===== src/rtl/logic_unit_pkg.sv =====
// Shared definitions for the logic-unit arbiter slice.
//   OP_*     : 2-bit opcodes of the bitwise logic unit
//   state_t  : result-slot state (IDLE = slot empty, FULL = slot holds a result)
package logic_unit_pkg;

    localparam logic [1:0] OP_OR  = 2'b00;
    localparam logic [1:0] OP_AND = 2'b01;
    localparam logic [1:0] OP_XOR = 2'b10;
    localparam logic [1:0] OP_NOR = 2'b11;

    typedef enum logic {
        IDLE = 1'b0,
        FULL = 1'b1
    } state_t;

endpackage


===== src/rtl/logic_unit.sv =====
// Combinational w-bit bitwise logic unit.
//   or_gate    : word-wide OR gate (a | b), shared building block
//   logic_unit : op (2) selects OR/AND/XOR/NOR of a (w) and b (w), result y (w)
module or_gate #(
    parameter int unsigned w = 16
) (
    input  logic [w-1:0] a,
    input  logic [w-1:0] b,
    output logic [w-1:0] y
);
    assign y = a | b;
endmodule

module logic_unit
    import logic_unit_pkg::*;
#(
    parameter int unsigned w = 16
) (
    input  logic [1:0]   op,
    input  logic [w-1:0] a,
    input  logic [w-1:0] b,
    output logic [w-1:0] y
);
    logic [w-1:0] or_y;

    or_gate #(.w(w)) u_or (
        .a (a),
        .b (b),
        .y (or_y)
    );

    // NOR is taken as the complement of the shared OR word.
    for (genvar i = 0; i < w; i++) begin : g_bit
        logic bit_y;

        always_comb begin
            bit_y = or_y[i];
            unique case (op)
                OP_OR:   bit_y = or_y[i];
                OP_AND:  bit_y = a[i] & b[i];
                OP_XOR:  bit_y = a[i] ^ b[i];
                OP_NOR:  bit_y = ~or_y[i];
                default: bit_y = or_y[i];
            endcase
        end

        assign y[i] = bit_y;
    end
endmodule


===== src/rtl/logic_unit_arbiter.sv =====
// Two-requester round-robin front end for one shared bitwise logic unit.
//   clk, rst_b                      : clock (rising edge), async active-low reset
//   reqX_valid/op/a/b, reqX_ready   : request channels X = 0, 1 (valid/ready)
//   res_valid/data/id, res_ready    : single registered result slot, tagged with requester id
//   op_count                        : wrap-around count of consumed results
module logic_unit_arbiter
    import logic_unit_pkg::*;
#(
    parameter int unsigned w     = 16,
    parameter int unsigned CNT_W = 16
) (
    input  logic             clk,
    input  logic             rst_b,
    input  logic             req0_valid,
    input  logic [1:0]       req0_op,
    input  logic [w-1:0]     req0_a,
    input  logic [w-1:0]     req0_b,
    output logic             req0_ready,
    input  logic             req1_valid,
    input  logic [1:0]       req1_op,
    input  logic [w-1:0]     req1_a,
    input  logic [w-1:0]     req1_b,
    output logic             req1_ready,
    output logic             res_valid,
    output logic [w-1:0]     res_data,
    output logic             res_id,
    input  logic             res_ready,
    output logic [CNT_W-1:0] op_count
);
    state_t           state_q, state_d;
    logic [w-1:0]     res_data_q, res_data_d;
    logic             res_id_q, res_id_d;
    logic             last_grant_q, last_grant_d;
    logic [CNT_W-1:0] op_count_q, op_count_d;

    logic             grant0, grant1;
    logic             can_accept;
    logic             xfer0, xfer1;
    logic             drain;
    logic [1:0]       sel_op;
    logic [w-1:0]     sel_a, sel_b;
    logic [w-1:0]     lu_y;

    assign res_valid = (state_q == FULL);
    assign drain     = res_valid & res_ready;

    // Contention goes to the requester that did not win last time.
    assign grant0 = req0_valid & (~req1_valid | last_grant_q);
    assign grant1 = req1_valid & (~req0_valid | ~last_grant_q);

    assign can_accept = (state_q == IDLE) | drain;
    assign req0_ready = grant0 & can_accept;
    assign req1_ready = grant1 & can_accept;
    assign xfer0      = req0_valid & req0_ready;
    assign xfer1      = req1_valid & req1_ready;

    // Operand mux keyed on the grant only, so readiness never depends on data.
    assign sel_op = grant1 ? req1_op : req0_op;
    assign sel_a  = grant1 ? req1_a  : req0_a;
    assign sel_b  = grant1 ? req1_b  : req0_b;

    logic_unit #(.w(w)) u_logic_unit (
        .op (sel_op),
        .a  (sel_a),
        .b  (sel_b),
        .y  (lu_y)
    );

    always_comb begin
        state_d      = state_q;
        res_data_d   = res_data_q;
        res_id_d     = res_id_q;
        last_grant_d = last_grant_q;
        op_count_d   = op_count_q;

        if (drain) begin
            op_count_d = op_count_q + CNT_W'(1);
        end

        if (xfer0 | xfer1) begin
            state_d      = FULL;
            res_data_d   = lu_y;
            res_id_d     = xfer1;
            last_grant_d = xfer1;
        end else if (drain) begin
            state_d = IDLE;
        end
    end

    always_ff @(posedge clk or negedge rst_b) begin
        if (!rst_b) begin
            state_q      <= IDLE;
            res_data_q   <= '0;
            res_id_q     <= 1'b0;
            last_grant_q <= 1'b1;
            op_count_q   <= '0;
        end else begin
            state_q      <= state_d;
            res_data_q   <= res_data_d;
            res_id_q     <= res_id_d;
            last_grant_q <= last_grant_d;
            op_count_q   <= op_count_d;
        end
    end

    assign res_data = res_data_q;
    assign res_id   = res_id_q;
    assign op_count = op_count_q;
endmodule

===== config.mk =====
export PLATFORM = sky130hd
export DESIGN_NAME = logic_unit_arbiter
export DESIGN_NICKNAME = d
export VERILOG_FILES = /design/src/rtl/logic_unit_pkg.sv /design/src/rtl/logic_unit.sv /design/src/rtl/logic_unit_arbiter.sv
export SDC_FILE = /design/constraint.sdc
export NUM_CORES = 1
export LEC_CHECK = 0
export ABC_AREA = 1
export BUFFER_PORTS_ARGS = -buffer_cell sky130_fd_sc_hd__buf_2
export CORE_MARGIN = 4
export CORE_UTILIZATION = 40
export CTS_BUF_LIST = sky130_fd_sc_hd__clkbuf_16
export CTS_CLUSTER_SIZE = 30
export DETAILED_ROUTE_END_ITERATION = 6
export PLACE_DENSITY = 0.66
export SLEW_MARGIN = 20
export SYNTH_ARGS = -nofsm -noshare
export SYNTH_HDL_FRONTEND = slang
export SYNTH_HIERARCHICAL = 1
export SYNTH_SLANG_ARGS = --single-unit

===== constraint.sdc =====
create_clock -name clk -period 3.2 [get_ports clk]
set_clock_uncertainty 0.1 [all_clocks]
set_input_delay 0.32 -clock clk [delete_from_list [all_inputs] [get_ports clk]]
set_output_delay 0.32 -clock clk [all_outputs]
set_load 0.1 [all_outputs]

---- Yosys cells after proc, flatten, opt, wreduce, memory -nomap -nowiden ----
Cells that the tools add are included.
word-level totals
  bits in registers ....................... 35
  logic and storage cells ................. 96
cells by class
  add/sub/neg operators ................... 1
  equal/unequal tests ..................... 3
  multiplexer cells ....................... 21
  bitwise gates (word level) .............. 64
  reductions and logical operators ........ 2
operators by type and width
  operator                 number
  $pmux W1 S4              16
  $mux W16                 2
  $and A1 B1 Y1            23
  $not A1 Y1               20
  $add A16 B1 Y16 const B  1
  $or A16 B16 Y16          1
  $xor A1 B1 Y1            16
  $eq A2 B2 Y1 const B     2
  $or A1 B1 Y1             4
  $eq A2 B1 Y1 const B     1
  $logic_not A2 Y1         1
  $mux W1                  2
  $mux W2                  1
  $reduce_bool A2 Y1       1

---- Logic depth before layout (Yosys ltp) ----
  depth in word-level cells ............... 7
  depth in mapped cells ................... 15
  mapped depth without buffers ............ 12

---- Hierarchy ----
The synthesis kept the hierarchy.
by module, submodules not included
  module              times used  cells an instance  area an instance (um^2)
  logic_unit_arbiter  1           304                2029.4
  logic_unit          1           142                857.1
  or_gate             1           48                 180.2

---- Worst setup path after synthesis ----
OpenSTA, ideal clock, no wires.
  path kind ............................... flip-flop to output port
  start ................................... register state_q, in the netlist res_valid
  end ..................................... output port req0_ready
  arrival ................................. 1.826 ns
  data required time ...................... 2.780 ns
  setup slack ............................. 0.954 ns
  cell stages (with the launch flop) ...... 4
  cells stage by stage .................... dfrtp_1 -> nand2_2 -> nand3_1 -> inv_1
on the way
  longest elaborated chain between the ends .. 3
ends and longest elaborated chain
  what                                                line                                                RTL
  start, declared                                     logic_unit_arbiter.sv:30                            state_t state_q, state_d;
  start signal, assigned                              logic_unit_arbiter.sv:98                            state_q <= state_d;
  $and A1 B1 Y1 / $not A1 Y1 (equally long branches)  logic_unit_arbiter.sv:45, logic_unit_arbiter.sv:51
  $or A1 B1 Y1 (*)                                    logic_unit_arbiter.sv:51                            assign can_accept = (state_q == IDLE) | drain;
  $and A1 B1 Y1 (*)                                   logic_unit_arbiter.sv:52                            assign req0_ready = grant0 & can_accept;
  end, declared                                       logic_unit_arbiter.sv:18                            output logic req0_ready,
Every way passes the cells marked *; elsewhere a longest branch is shown, timed or not.

---- Worst setup path after layout ----
  start ................................... register last_grant_q
  end ..................................... register res_data_q[10], in the netlist res_data[10]
RTL lines
  what                                  line                       RTL
  start, declared                       logic_unit_arbiter.sv:33   logic last_grant_q, last_grant_d;
  start signal, assigned                logic_unit_arbiter.sv:101  last_grant_q <= last_grant_d;
  $not A1 Y1 (*)                        logic_unit_arbiter.sv:49   assign grant1 = req1_valid & (~req0_valid | ~last_grant_q);
  $or A1 B1 Y1 (*)                      logic_unit_arbiter.sv:49
  $and A1 B1 Y1 (*)                     logic_unit_arbiter.sv:49
  $mux W2 (*)                           logic_unit_arbiter.sv:58   assign sel_op = grant1 ? req1_op : req0_op;
  net sel_op[1]                         logic_unit_arbiter.sv:40   logic [1:0] sel_op;
  $eq A2 B2 Y1 (tied with other cells)  logic_unit.sv:38           unique case (op)
  $pmux W1 S4 (*)                       logic_unit.sv:38
  net lu_y[10]                          logic_unit_arbiter.sv:42   logic [w-1:0] lu_y;
  end signal, assigned                  logic_unit_arbiter.sv:99   res_data_q <= res_data_d;
  end, declared                         logic_unit_arbiter.sv:31   logic [w-1:0] res_data_q, res_data_d;
Mark *: on every way through the listed nets, which the timed path passes. The rest lies on a longest branch.
A chain may end at the register's enable or synchronous reset.

==> results.md <==
- Worst hold slack: 0.0208 ns
- DIE WIDTH: 95.6 um
- # rows: 31
- Die Ht: between 90 and 100 um
- Final period util: 0.753
- Most common cell after layout, fill and taps aside: nand2_1
- Max Root-Sink Buffers: 2
- Normalized max-slew margin: 0.490
- Status: finished clean
- Reg-to-Reg End: res_data[10]$_DFFE_PN0P_
- Ratio of cells with drive above 1 in the final layout: 0.220
- Placer congestion estimate: about 0.86
- Cell count after synthesis: 494
- Final core occ: 0.496
- R2r startpoint: last_grant_q$_DFFE_PN1P_
- Crit path time final: between 2 and 2.5 ns
- Avg Inst Size Synth: ~6.2 um2
- Syn nets: between 500 and 600
- Reg2Reg Setup Slack: slightly below 0.8 ns
- Setup TNS: 0 ns
- Clock insertion delay at the later pin of the skew report: about 0.27 ns
- Crit path DAT: between 2 and 2.5 ns
- Vias in the first global route: 2954
- Netlist Area Pre-Place: 0.00307 mm2
- WL/cell: about 11 um
- Commonest register cell after synthesis: dfrtp_1
- Maximum capacitance violations: 0
- Area grow syn2layout: 19.2%
- # IOs: ~110
- RSZ-0062 raised after global routing: false
- Worst slack, placed: between 0.7 and 0.8 ns
- Hold_buf cts: 0
- Clock Sinks: 35
- Final total power: about 2.8 mW
- Reg clk slew, reported paths: approximately 0.050 ns
- Final Hold Fails: 0
- Routed via count: approximately 3k
- Post-synth cell types: 24
- # nets final: 670
- First-pass GRT wire length: around 12000 um
- Port Buf Inserts: about 110
- Root Buffer: clkbuf_16
- FMAX: slightly above 400 MHz
- Post-synth EDFFs: 0
- Seq/Total Area, Yosys: 0.286
- Gr usage total: 0.166
- Final antenna-violating net count: 0
- Finish-stage setup viols: 0
- Total core area: 0.00737 mm2
- Critical path class: reg2reg
- Fin area: about 0.0037 mm2
- Initial Utilization: 0.416
- Post-CTS Resized: 0
- Largest net degree at the start of global routing: 36
- Remaining Overflow, GRT: 0
- Cell Pwr Density: 777 mW/mm2
- Initial antenna violation count: 0
- DR DRC count: 0
- Pre-Repair DR Iteration Count: 4
- Setup crit end kind: flip-flop
- Non-filler instance count after layout: 680
- Htree depth: 2
- Most frequent cells in the layout: 235 x nand2_1, 108 x buf_2, 73 x inv_1
- Total length of routed wires: between 7000 and 8000 um
- Final HPWL DP: around 5900 um
- Slew Limit Fails: 0
- Final setup margin: 0.789 ns
- #FFs+latches synth: 35
- Min-Delay Path Class: in2async
- CTS tree: done
- Critical path peak fanout: 15
- Vias per inst: 4.54
- DRT iter0 DRCs: around 130
- CTS buffer count: 5
- Placed cell count: ~670
- Worst r2r path cells: 10
- Static leakage: around 2.3 nW
- Setup bufs post-CTS: 0
- Post-synthesis async set-or-reset flop share: 1.00
- Yosys warns: 6
- Critical Path RT: between 3 and 4 ns
- Startpoint types: flip-flop
- Diode count: 0
- Die area: 0.00913 mm2
- Max VDD drop: between 0.0003 and 0.0004 V
- Dpl cell area: between 0.003 and 0.004 mm2
- Worst-Margin Slew: approximately 0.77 ns
## metal layers
| layer | share of wire | GRT usage | wire (um) | vias to the layer above |
|---|---|---|---|---|
| met4 | 0.014 | 0.0509 | 98 | 0 |
| li1 | - | - | - | 1660 |
| met5 | 0 | 0 | 0 | - |
| met2 | 0.46 | 0.285 | 3300 | 99 |
| met1 | 0.47 | 0.215 | 3360 | 1319 |
| met3 | 0.063 | 0.0237 | 457 | 8 |
## layout make-up
class,instances,area [um2]
fill,789,3710
multi-input combinational,350,1660
sequential,35,877
timing repair buffer,112,571
inverter,76,288
clock buffer,5,125
tap,99,124
clock inverter,3,11.3
## power breakdown
part / switching (mW) / internal [mW]
Combinational: 1.41 / 0.312
Clock: 0.166 / 0.279
Sequential: 0.0994 / 0.576
Total: 1.67 / 1.17
## worst max-delay path by stage
stage                             startpoint                       end  slack, ns  depth (start not counted)
floorplan              res_valid$_DFFE_PN0P_                req0_ready       0.95                          3
global placement                  req0_valid   res_data[5]$_DFFE_PN0P_       0.83                         11
detailed placement                req0_valid   res_data[5]$_DFFE_PN0P_       0.78                         11
CTS                 last_grant_q$_DFFE_PN1P_   res_data[5]$_DFFE_PN0P_       0.83                         10
global route        last_grant_q$_DFFE_PN1P_  res_data[13]$_DFFE_PN0P_       0.51                         10
finish              last_grant_q$_DFFE_PN1P_  res_data[10]$_DFFE_PN0P_       0.79                         10
## worst max-delay path: stages, from the launching register on
cell	delay, ns
dfstp_2	0.52
nand2_1	0.04
and2_1	0.15
clkinv_1	0.23
nand2_1	0.08
nand2_1	0.39
inv_1	0.36
nand3_1	0.16
nand4_1	0.11
nand2_1	0.09
nand2_1	0.06
## cell families after synthesis
group / synth area share
AO/OA/AOI/OAI: 0.00163
XOR/XNOR: 0.0286
adder cells (fa/ha/maj): 0.0694
buffers and inverters: 0.173
flip-flops: 0.286
AND/OR/NAND/NOR: 0.441
## cell usage after synthesis (3+ instances only)
master	instances	area share
dfrtp_1	34	0.28
nand4_1	21	0.043
ha_1	17	0.069
buf_6	5	0.018
buf_2	5	0.0082
nor2_1	18	0.022
inv_1	72	0.088
nand2_1	235	0.29
nand3_1	38	0.062
buf_4	20	0.049
clkbuf_1	3	0.0037
xor2_1	8	0.023
## state kept, by name, indices dropped and copies added, names as in the netlist
signal and flops:
res_id 1, res_data 16, op_count 16, res_valid 1, last_grant_q 1
Note: power is estimated with default switching activity, not from simulation.
